[src/rtl/fiber_pkg.sv]
// Shared fibre-link definitions: slot timing, frame field widths, receiver FSM states, checksum.
// Used by both the transmitter and the receiver so that the two ends agree on the frame layout.
package fiber_pkg;

    localparam int COUNT_4MHZ = 9;
    localparam int VOLT_BITS  = 12;
    localparam int INFO_BITS  = 14;
    localparam int CHK_BITS   = 7;
    localparam int FRAME_BITS = VOLT_BITS + INFO_BITS + CHK_BITS;

    typedef enum logic [2:0] {
        ST_HUNT,
        ST_IDLE,
        ST_START,
        ST_DATA,
        ST_CHECK
    } rx_state_e;

    // Fields in shift-register order: volt arrives first, so it sits in the LSBs.
    typedef struct packed {
        logic [CHK_BITS-1:0]  chk;
        logic [INFO_BITS-1:0] info;
        logic [VOLT_BITS-1:0] volt;
    } frame_t;

    function automatic logic [CHK_BITS-1:0] fiber_checksum(
        input logic [VOLT_BITS-1:0] volt,
        input logic [INFO_BITS-1:0] info
    );
        fiber_checksum = 7'(volt[3:0]) + 7'(volt[7:4]) + 7'(volt[11:8])
                       + 7'(info[3:0]) + 7'(info[7:4]) + 7'(info[11:8])
                       + 7'(info[13:12]);
    endfunction

endpackage

[src/rtl/fiber_rx_sampler.sv]
// Line front end: 2-FF synchronizer, bit-slot counter and bit sampler producing rx and a sample strobe.
// FIBER_RX_MAJORITY_EN selects a 2-of-3 vote over counts 3/4/5 instead of a single count-4 sample.
module fiber_rx_sampler
    import fiber_pkg::*;
#(
    parameter int COUNT_4MHZ = fiber_pkg::COUNT_4MHZ
) (
    input  logic clk,
    input  logic rst_n,
    input  logic line_i,
    input  logic cnt_clr,
    output logic rx,
    output logic smp_bit,
    output logic smp_stb
);

    localparam int CW = $clog2(COUNT_4MHZ + 1);
    localparam logic [CW-1:0] CNT_LAST = CW'(COUNT_4MHZ);

    logic [1:0]    sync_q, sync_d;
    logic [CW-1:0] cnt_q, cnt_d;

    assign rx = ~sync_q[1];

    always_comb begin
        sync_d = {sync_q[0], line_i};
        if (cnt_clr || cnt_q == CNT_LAST) cnt_d = '0;
        else                              cnt_d = cnt_q + 1'b1;
    end

    always_ff @(posedge clk) begin
        if (!rst_n) begin
            sync_q <= '0;
            cnt_q  <= '0;
        end else begin
            sync_q <= sync_d;
            cnt_q  <= cnt_d;
        end
    end

`ifdef FIBER_RX_MAJORITY_EN
    logic s3_q, s3_d, s4_q, s4_d;

    always_comb begin
        s3_d    = (cnt_q == CW'(3)) ? rx : s3_q;
        s4_d    = (cnt_q == CW'(4)) ? rx : s4_q;
        smp_stb = (cnt_q == CW'(5));
        smp_bit = (s3_q & s4_q) | (s3_q & rx) | (s4_q & rx);
    end

    always_ff @(posedge clk) begin
        if (!rst_n) begin
            s3_q <= 1'b0;
            s4_q <= 1'b0;
        end else begin
            s3_q <= s3_d;
            s4_q <= s4_d;
        end
    end
`else
    always_comb begin
        smp_stb = (cnt_q == CW'(4));
        smp_bit = rx;
    end
`endif

endmodule

[src/rtl/fiber_rx.sv]
// Fibre status-frame receiver: hunts for an idle guard, frames start/data bits, checks the sum, tracks link health.
// Build option FIBER_RX_MAJORITY_EN selects the majority-vote bit sampler.
module fiber_rx #(
    parameter int COUNT_4MHZ   = fiber_pkg::COUNT_4MHZ,
    parameter int GUARD_BITS   = 8,
    parameter int LINK_TIMEOUT = 3200
) (
    input  logic        clk,
    input  logic        rst_n,
    input  logic        COMM_R,
    output logic [11:0] udc_volt,
    output logic [11:0] err_info,
    output logic        ModuRun,
    output logic        BypOk,
    output logic        frame_ok,
    output logic        chk_err,
    output logic        link_ok
);

    import fiber_pkg::*;

    localparam int GUARD_CLKS = GUARD_BITS * (COUNT_4MHZ + 1);
    localparam int HW         = $clog2(GUARD_CLKS + 1);
    localparam int TW         = $clog2(LINK_TIMEOUT + 1);

    rx_state_e state_q, state_d;

    logic                  rx, smp_bit, smp_stb;
    logic                  cnt_clr, shift_en, check;
    logic                  rx_prev_q, rx_prev_d;
    logic [HW-1:0]         hunt_q, hunt_d;
    logic [5:0]            bit_cnt_q, bit_cnt_d;
    logic [FRAME_BITS-1:0] shreg_q, shreg_d;
    logic [VOLT_BITS-1:0]  volt_q, volt_d;
    logic [INFO_BITS-1:0]  info_q, info_d;
    logic                  frame_ok_q, frame_ok_d;
    logic                  chk_err_q, chk_err_d;
    logic [TW-1:0]         tmr_q, tmr_d;
    frame_t                frame;
    logic                  match;

    fiber_rx_sampler #(.COUNT_4MHZ(COUNT_4MHZ)) u_sampler (
        .clk     (clk),
        .rst_n   (rst_n),
        .line_i  (COMM_R),
        .cnt_clr (cnt_clr),
        .rx      (rx),
        .smp_bit (smp_bit),
        .smp_stb (smp_stb)
    );

    always_ff @(posedge clk) begin
        if (!rst_n) state_q <= ST_HUNT;
        else        state_q <= state_d;
    end

    always_comb begin
        state_d = state_q;
        case (state_q)
            ST_HUNT:  if (rx && hunt_q == HW'(GUARD_CLKS - 1)) state_d = ST_IDLE;
            ST_IDLE:  if (rx_prev_q && !rx) state_d = ST_START;
            ST_START: if (smp_stb) state_d = smp_bit ? ST_IDLE : ST_DATA;
            ST_DATA:  if (smp_stb && bit_cnt_q == 6'(FRAME_BITS - 1)) state_d = ST_CHECK;
            ST_CHECK: state_d = ST_HUNT;
            default:  state_d = ST_HUNT;
        endcase
    end

    always_comb begin
        cnt_clr  = (state_q == ST_IDLE) && rx_prev_q && !rx;
        shift_en = (state_q == ST_DATA) && smp_stb;
        check    = (state_q == ST_CHECK);
    end

    // Slot timing is re-anchored on every start edge, so only the frame's own edge matters.
    always_comb begin
        rx_prev_d = rx;
        hunt_d    = (state_q == ST_HUNT && rx) ? hunt_q + 1'b1 : '0;
        bit_cnt_d = (state_q == ST_START) ? '0 : (shift_en ? bit_cnt_q + 1'b1 : bit_cnt_q);
        shreg_d   = shift_en ? {smp_bit, shreg_q[FRAME_BITS-1:1]} : shreg_q;

        frame      = frame_t'(shreg_q);
        match      = (fiber_checksum(frame.volt, frame.info) == frame.chk);
        frame_ok_d = check && match;
        chk_err_d  = check && !match;
        volt_d     = frame_ok_d ? frame.volt : volt_q;
        info_d     = frame_ok_d ? frame.info : info_q;

        if (frame_ok_d)                     tmr_d = '0;
        else if (tmr_q == TW'(LINK_TIMEOUT)) tmr_d = tmr_q;
        else                                tmr_d = tmr_q + 1'b1;
    end

    always_ff @(posedge clk) begin
        if (!rst_n) begin
            rx_prev_q  <= 1'b0;
            hunt_q     <= '0;
            bit_cnt_q  <= '0;
            shreg_q    <= '0;
            volt_q     <= '0;
            info_q     <= '0;
            frame_ok_q <= 1'b0;
            chk_err_q  <= 1'b0;
            tmr_q      <= TW'(LINK_TIMEOUT);
        end else begin
            rx_prev_q  <= rx_prev_d;
            hunt_q     <= hunt_d;
            bit_cnt_q  <= bit_cnt_d;
            shreg_q    <= shreg_d;
            volt_q     <= volt_d;
            info_q     <= info_d;
            frame_ok_q <= frame_ok_d;
            chk_err_q  <= chk_err_d;
            tmr_q      <= tmr_d;
        end
    end

    assign udc_volt = volt_q;
    assign err_info = info_q[11:0];
    assign ModuRun  = info_q[12];
    assign BypOk    = info_q[13];
    assign frame_ok = frame_ok_q;
    assign chk_err  = chk_err_q;
    assign link_ok  = (tmr_q < TW'(LINK_TIMEOUT));

endmodule
[config.mk]
export PLATFORM = sky130hd
export DESIGN_NAME = fiber_rx
export DESIGN_NICKNAME = d
export VERILOG_FILES = /design/src/rtl/fiber_pkg.sv /design/src/rtl/fiber_rx_sampler.sv /design/src/rtl/fiber_rx.sv
export SDC_FILE = /design/constraint.sdc
export NUM_CORES = 1
export LEC_CHECK = 0
export CAP_MARGIN = 0
export CORE_ASPECT_RATIO = 0.7
export CORE_UTILIZATION = 45
export CTS_CLUSTER_DIAMETER = 150
export DETAILED_ROUTE_END_ITERATION = 8
export RECOVER_POWER = 50
export SYNTH_ARGS = -nofsm -noshare
export SYNTH_HDL_FRONTEND = slang
export SYNTH_SLANG_ARGS = --single-unit
[constraint.sdc]
create_clock -name clk -period 5.6 [get_ports clk]
set_input_delay 0.84 -clock clk [delete_from_list [all_inputs] [get_ports clk]]
set_output_delay 0.84 -clock clk [all_outputs]
set_load 0.05 [all_outputs]
==> metrics.cfg <==
[drt]
drtIter0Drc=250
drt_wl_total_um=9050
drc=0
ant_nets=0
viasPerCell=5.00
wire_per_inst_um=13.5
dr.pass1.iters=4
via_count=3348

[place]
port_buffers=31
placed_cells=655
gp_congestion=0.838
placed_cell_area_mm2=0.00493
detailed_place_hpwl_um=6280

[sta]
drv_slew=63
min_period_ns=4.49
setup_tns_ns=0
worst_hold_slack_ns=0.439
fmax_mhz=223
period_share=0.802
hold_violations=0
max_slew.worst_pin.slew_ns=2.57
finClkSkew_ns=0.00863
setup_viol=0
max_slew_margin=-0.715
grt_setup_unrepaired=no

[yosys]
synthXorXnorAreaFrac=0.0537
yosysSeqAreaShare=0.421
synth-async-reset-ratio=0
ys_warn_count=0
synth_area_per_cell_um2=8.81
yosys-top-cells-area=dfxtp_1, nand2_1, fa_1, mux2i_1, a21oi_1
synth-adder-area-share=0.112
syn-cell-area_mm2=0.00457
synthMuxAreaShare=0.0595
yosysUniqueCellTypes=50
synth_top_area_frac=0.421
yosys_most_used_dff=dfxtp_1
yosysTopAreaCell=dfxtp_1
synth_cells=518
yosys.area_share.simple=0.224
ys_ff_latch=96
synth-compound-area-share=0.0748
synthesis.nets=551
synth_edf_count=0
synth_top_family_by_area=simple AND/OR/NAND/NOR gates

[die]
pin_count=32
die_x_um=122
die_area_mm2=0.0106
start_util=0.468
rows=30
die_height_um=86.3
coreArea_mm2=0.00976

[final_layout]
fin_nets=571
final_cell_mix=nand2_1, dfxtp_1, a21oi_1
layout_commonest_cell=nand2_1
drive_gt1_frac=0.0609
regArea_mm2=0.00192
layout.cells.non_filler=670
syn2layout_area_growth_pct=14.9
fillers=897
antenna_cells=0
final_area_mm2=0.00525
multi_input_area_mm2=0.00239

[clock_network]
path_clk_slew_ns=0.07
tritoncts=done
ctsResizeCount=0
insertion_delay_ns=0.35
numCtsBuffers=9
cts_setup_buffers=0
holdBufCountCts=0
clockBufferDepth=2
cts_root_buf=clkbuf_16
cts.sinks=96
htree_levels=3

[power_and_ir_drop]
ir_drop_v=0.000135
powerDensity_mw_per_mm2=266
p_leak_nw=1.91

[critical_path]
cp.required_ns=5.87
r2r_cells=12
critPathKind=register to register
worstPathMaxFanout=38
worst_setup_path_start_kind=register
crit_arrival_ns=4.75
reg2reg_slack_ns=1.11
endpoint_kind=register
r2r-end=info_q[5]
r2r-start=frame[1]

[global_routing]
grt.overflow.total=0
grt_pass1_wl_um=15300
grt_max_degree=63
grt_pass1_vias=3061
grt_usage=0.189
antenna_found_initial=0

[hold_path]
worstHoldEndpoint=u_sampler.sync_q[1]
worstHoldStart=u_sampler.sync_q[0]
hold_class=register to register
min_path_cells=1

[run_status]
outcome=finished with violations
violations=capacitance limit, slew limit

[job]
cap_violations=1

cells by family after synthesis:
| logic type | after synthesis |
|---|---|
| xor+xnor | 28 |
| simple gates | 222 |
| mux | 27 |
| flops | 96 |
| compound gates | 57 |
| buf+inv | 58 |
| fa+ha+maj | 30 |
per-stage QoR:
| stage | total power [mW] | util | setup WS, ns |
|---|---|---|---|
| after global placement | 0.749 | 0.505 | 1.28 |
| after detailed placement | 0.751 | 0.505 | 1.14 |
| final | 1.40 | 0.537 | 1.11 |
| after CTS | 1.41 | 0.538 | 1.11 |
| after global routing | 1.45 | 0.537 | 0.796 |
| after floorplan | 0.742 | - | 1.72 |
worst max-delay path by stage:
stage	from	to	slack [ns]	depth (start not counted)
floorplan	frame[1]	udc_volt[10]	1.72	14
global placement	frame[1]	udc_volt[5]	1.28	12
detailed placement	frame[1]	info_q[5]	1.14	12
CTS	frame[1]	info_q[5]	1.11	12
global route	rst_n	u_sampler.cnt_q[0]	0.80	5
finish	frame[1]	info_q[5]	1.11	12
area by class of cell:
cell class / count / area share
sequential: 96 / 0.366
clock buffer: 10 / 0.0456
tap: 128 / 0.0305
clock inverter: 5 / 0.0155
inverter: 33 / 0.0236
multi-input combinational: 364 / 0.457
timing repair buffer: 34 / 0.0618
report_power, final:
| group | leakage (nW) | internal [mW] | switching [mW] |
|---|---|---|---|
| logic | 0.980 | 0.0128 | 0.0264 |
| registers | 0.775 | 0.689 | 0.00631 |
| clock network | 0.155 | 0.401 | 0.260 |
metal layers:
| metal | vias to the layer above | global-route usage | part of all wire |
|---|---|---|---|
| met1 | 1575 | 0.283 | 0.54 |
| met3 | 9 | 0.0513 | 0.038 |
| met4 | 0 | 0.0698 | 0.013 |
| met5 | - | 0 | 0 |
| li1 | 1718 | - | - |
| met2 | 46 | 0.253 | 0.41 |
state kept, by name, indices dropped and copies added (netlist names):
name / flops
u_sampler.sync_q: 2
state_q: 3
frame_ok: 1
udc_volt: 12
chk_err: 1
tmr_q: 12
rx_prev_q: 1
u_sampler.cnt_q: 4
info_q: 14
hunt_q: 7
frame: 33
bit_cnt_q: 6
worst max-delay path: stages (launching register included):
cell and delay, ns:
dfxtp_1 0.35, fa_1 0.55, inv_1 0.06, fa_1 0.52, fa_1 0.56, inv_1 0.05, ha_1 0.23, fa_1 0.42
nand3_1 0.20, a31oi_1 0.14, o32ai_2 0.33, o21ba_4 0.66, mux2i_1 0.28
Yosys cell counts (all sizes together) (2+ instances only):
cell,number
nor4bb,2
buf,8
ha,12
and3,8
nand4,3
o2111ai,2
o211ai,3
xor2,19
nand3,13
fa,18
clkbuf,17
nor2b,2
nand2b,3
nand2,135
nor2,25
inv,33
o21ai,4
mux2i,26
a21oi,40
and2,2
nand3b,3
nor3,15
a31oi,2
or2,3
dfxtp,96
xnor2,9
No activity file was read; power rests on OpenSTA's default activity.
==> RTL edit 1, RTL diff (same flow settings) <==
`COUNT_4MHZ`: 9 -> 10.
--- a/src/rtl/fiber_pkg.sv
+++ b/src/rtl/fiber_pkg.sv
@@ -3,5 +3,5 @@
 package fiber_pkg;
 
-    localparam int COUNT_4MHZ = 9;
+    localparam int COUNT_4MHZ = 10;
     localparam int VOLT_BITS  = 12;
     localparam int INFO_BITS  = 14;
Check against the original RTL: no difference found for any inputs over 10 cycles, from zero or initial values and one cycle with rst_n low; that may be too few to reach the edited logic, so the function may still have changed.
==> RTL edit 1 against the original RTL <==
  * The flow still finishes with violations (max-capacitance violations, max-slew violations)
  * Global-route usage decreased by 0.99 points
  * Combinational power increased by 5.1%
  * Count of clock-buffer cells in the layout increased by 1
  * Power increased by 1.1%
  * Cell area about the same
  * Sequential cell count unchanged
  * Synthesized area decreased by 0.52%
  * First-iteration DRC count decreased by 16%
  * Worst setup slack improved by 0.072 ns
  * Fmax increased by 1.6%
  * Cell count decreased by 1.8%
  * Wire length decreased by 6.8%
  * Largest cell class unchanged
==> RTL edit 1: results (changes against the original RTL) <==
| Metric | Value |
|---|---|
| Critical path type | `reg2reg` |
| Count of cell types in the netlist | `44 (-12%)` |
| Max reg flops | `33 (unchanged)` |
| Starting DRC count in detailed routing | `209 (-16%)` |
| Count leader, synth | `nand2_1` |
| Setup TNS Final | `0 ns (unchanged)` |
| Period Utilization, post-route | `0.789 (-0.0129)` |
| Worst R2R Setup Slack | `1.18 ns (+0.07 ns)` |
| Ys Warns | `0 (unchanged)` |
| Hold path depth | `1 (unchanged)` |
| CTS clk-pin slew, worst paths | `~0.060 ns` |
| Initial DRT Pass Iterations | `4 (unchanged)` |
| Share of cells above drive strength 1 | `0.0396 (-0.0213)` |
| Placed Area | `4920 sq um (-0.18%)` |
| CP endpoint | `info_q[13]` |
| Worst VDD drop | `0.000134 V (-0.34%)` |
| Hold_sp | `hunt_q[0]` |
| Status | `finished with violations` |
| Largest net degree at the start of global routing | `75 (+19%)` |
| Critical Path AT | `4.68 ns (-0.07 ns)` |
| Final nets | `558 (-2.3%)` |
| Placer Congestion | `0.803 (-4.1%)` |
| Via density | `4.90 (-1.9%)` |
| GRT Overall Usage | `0.179 (-0.00989)` |
| Hold WS | `0.450 ns (+0.0105 ns)` |
| Clk buf depth | `2 (unchanged)` |
| Met3 GRT Util | `0.0459 (-0.00544)` |
| Violated checks | `max-capacitance violations, max-slew violations` |
| Final Max Slew Viols | `116 (+84%)` |
| Synth top area cells | `dfxtp_1 (42%), nand2_1 (11%), fa_1 (7.9%), mux2i_1 (6.0%), a21boi_0 (5.3%)` |
| Hold Path Sink | `hunt_q[0]` |
| Max incr delay on CP | `0.55 ns (-0.11 ns)` |
| Vias in the first global route | `2932 (-4.2%)` |
| Post-synth top cells | `nand2_1 (134), dfxtp_1 (96), a21boi_0 (32), inv_1 (32), mux2i_1 (27)` |
| FF-to-FF Start | `frame[1]` |
| Critical path's slowest cell | `fa_1` |
| Worst skew pair latency | `0.34 ns` |
| Syn Nets | `536 (-2.7%)` |
| Avg WL per Cell | `12.8 um (-5.1%)` |
| Grt met1 use | `0.264 (-0.0193)` |
| Area growth syn-to-layout | `15.4%` |
| Lkg Pwr | `1.91 nW (-0.14%)` |
| Total CTS buffers | `9 (unchanged)` |
| Least-Margin Pin Slew | `2.76 ns (+0.188 ns)` |
| Max-cap violations | `2 (+1)` |
| Fill cells | `913 (+1.8%)` |
| CTS Root Cell | `clkbuf_16` |
| First-pass GRT wire length | `14500 um (-5.5%)` |
| Sequential cell area fraction in the yosys report | `0.423 (+0.00220)` |
| Worst clock skew | `0.00678 ns (-0.00186 ns)` |
| GR Util met2 | `0.249 (-0.00422)` |
| Worst reg2reg path depth | `13 (+1)` |
| Worst Hold Class | `reg2reg` |
| Predominant post-synthesis flop cell | `dfxtp_1` |
| Top delay family on crit path | `adder cells` |
| Hpwl dp | `5710 um (-9.2%)` |
## RTL edit 1: cell types whose count changed after synthesis, sizes merged, moves of 3 or more
| cell | delta |
|---|---|
| nor2 | -3 |
| a21oi | -34 |
| buf | -3 |
| o21ai | +3 |
| o211ai | -3 |
| or2 | -3 |
| nor3 | -9 |
| a21boi | +32 |
| nor3b | +7 |
| nand2b | -3 |
## RTL edit 1: cells by family after synthesis
family	count (synthesis)	synth area share
simple gates	209	0.208
flops	96	0.423
compound gates	56	0.0890
buf+inv	56	0.0523
fa+ha+maj	30	0.112
xor+xnor	29	0.0559
mux	27	0.0595
## RTL edit 1: report_power, final
group / internal (mW) / leakage (nW) / switching, mW / total (mW)
Combinational: 0.0178 / 0.967 / 0.0235 / 0.0413
Clock: 0.415 / 0.165 / 0.258 / 0.672
Sequential: 0.690 / 0.775 / 0.00740 / 0.697
## RTL edit 1: layout make-up
cell class | count | area, sq um | area share
Timing Repair Buffer | 35 | 327 | 0.0623
Multi-Input combinational cell | 351 | 2380 | 0.454
Tap cell | 128 | 160 | 0.0305
Clock inverter | 5 | 78.8 | 0.0150
Sequential cell | 96 | 1920 | 0.367
Clock buffer | 11 | 253 | 0.0482
Inverter | 32 | 120 | 0.0229
## RTL edit 1: stage by stage
stage | cells | util
floorplan | 503 | -
global placement | 642 | 0.504
detailed placement | 642 | 0.504
CTS | 658 | 0.538
global route | 658 | 0.537
finish | 658 | 0.537
## RTL edit 1: metal layers
| metal | vias to the layer above | routed length [um] |
|---|---|---|
| li1 | 1670 | - |
| met1 | 1507 | 4700 |
| met2 | 39 | 3380 |
| met3 | 8 | 244 |
| met4 | 0 | 111 |
| met5 | - | 0 |
==> RTL edit 2, RTL diff (config.mk and constraints unchanged) <==
Made on the original files. `shreg_q` no longer has a reset.
--- a/src/rtl/fiber_rx.sv
+++ b/src/rtl/fiber_rx.sv
@@ -97,5 +97,4 @@
             hunt_q     <= '0;
             bit_cnt_q  <= '0;
-            shreg_q    <= '0;
             volt_q     <= '0;
             info_q     <= '0;
@@ -107,5 +106,4 @@
             hunt_q     <= hunt_d;
             bit_cnt_q  <= bit_cnt_d;
-            shreg_q    <= shreg_d;
             volt_q     <= volt_d;
             info_q     <= info_d;
@@ -114,4 +112,8 @@
             tmr_q      <= tmr_d;
         end
+    end
+
+    always_ff @(posedge clk) begin
+        shreg_q <= shreg_d;
     end
 
Formal check against the unedited RTL: no difference found for any inputs over 10 cycles, from zero or initial values and one cycle with rst_n low; that may be too few to reach the edited logic, so the function may still have changed.
==> RTL edit 2 against the original RTL <==
  * Core utilization up 2.2 points
  * The flow still finishes with violations (max-capacitance violations, max-slew violations)
  * Sequential cell count is the same
  * Synthesized area is 9.6% lower
  * Wire length decreased by 16%
  * Cell count decreased by 24%
  * Critical path type unchanged
  * Worst setup slack worse by 0.085 ns
  * Cell area shrank 7.3%
Power is not compared: it rests on default switching activity, and its combinational part moved more than twofold at a synthesized area within 25%.
==> RTL edit 2: results (changes against the original RTL) <==
| Metric | Value |
|---|---|
| Violated checks | `max-capacitance violations, max-slew violations` |
| Worst Path Max Fanout | `9 (-76%)` |
| ClkCell Share | `0.0622 (+0.00117)` |
| Relative slew slack | `-0.0788 (+0.636)` |
| Post-Route Utilization | `0.560 (+0.0225)` |
| Post-Synthesis Cells | `345 (-33%)` |
| Final nets | `415 (-27%)` |
| RR Endpoint | `tmr_q[6]` |
| Post-synth top cells | `dfxtp_1 (63), edfxtp_1 (33), inv_1 (32), nor2_1 (32), a22o_1 (26)` |
| Grt met1 use | `0.266 (-0.0166)` |
| Placed insts | `491 (-25%)` |
| Final Max Slew Viols | `30 (-52%)` |
| Placer Congestion | `0.864 (+3.1%)` |
| Fill cells | `793 (-12%)` |
| Max-cap violations | `1 (unchanged)` |
| First-pass GRT wire length | `12800 um (-17%)` |
| FF-to-FF Start | `frame[1]` |
| Reg area | `2250 sq um (+17%)` |
| Via density | `5.16 (+3.3%)` |
| Starting DRC count in detailed routing | `146 (-42%)` |
| Count of cell types in the netlist | `49 (-2.0%)` |
| Synth top area cells | `dfxtp_1 (31%), edfxtp_1 (24%), fa_1 (8.7%), a22o_1 (5.5%), xor2_1 (4.7%)` |
| Met3 wire len | `328 um (-4.7%)` |
| Hpwl dp | `5400 um (-14%)` |
| Status | `finished with violations` |
| Worst clock skew | `0.00978 ns (+0.00115 ns)` |
## RTL edit 2: cell types whose count changed after synthesis, moves of 9 or more
cell      delta
nand2_1    -124
dfxtp_1     -33
edfxtp_1    +33
a21oi_1     -30
a22o_1      +26
mux2i_1     -25
clkbuf_1    -14
nor3_2       -9
## RTL edit 2: logic make-up after synthesis
logic type               Yosys count  share of synthesized area
AND/OR/NAND/NOR                   96                      0.124
flip-flops                        96                      0.545
AO/OA/AOI/OAI                     51                     0.0967
buffers and inverters             41                     0.0436
adder cells (fa/ha/maj)           30                      0.124
XOR/XNOR                          29                     0.0615
multiplexers                       2                    0.00515
## RTL edit 2: how the worst max path moves through the flow
stage	startpoint	to	slack, ns	depth (start not counted)
after floorplan	frame[1]	info_q[5]	1.33	14
after global placement	frame[1]	tmr_q[5]	1.14	12
after detailed placement	frame[1]	tmr_q[9]	1.01	12
after CTS	frame[1]	tmr_q[1]	0.97	12
after global routing	frame[1]	tmr_q[8]	0.71	12
final	frame[1]	tmr_q[6]	1.03	12
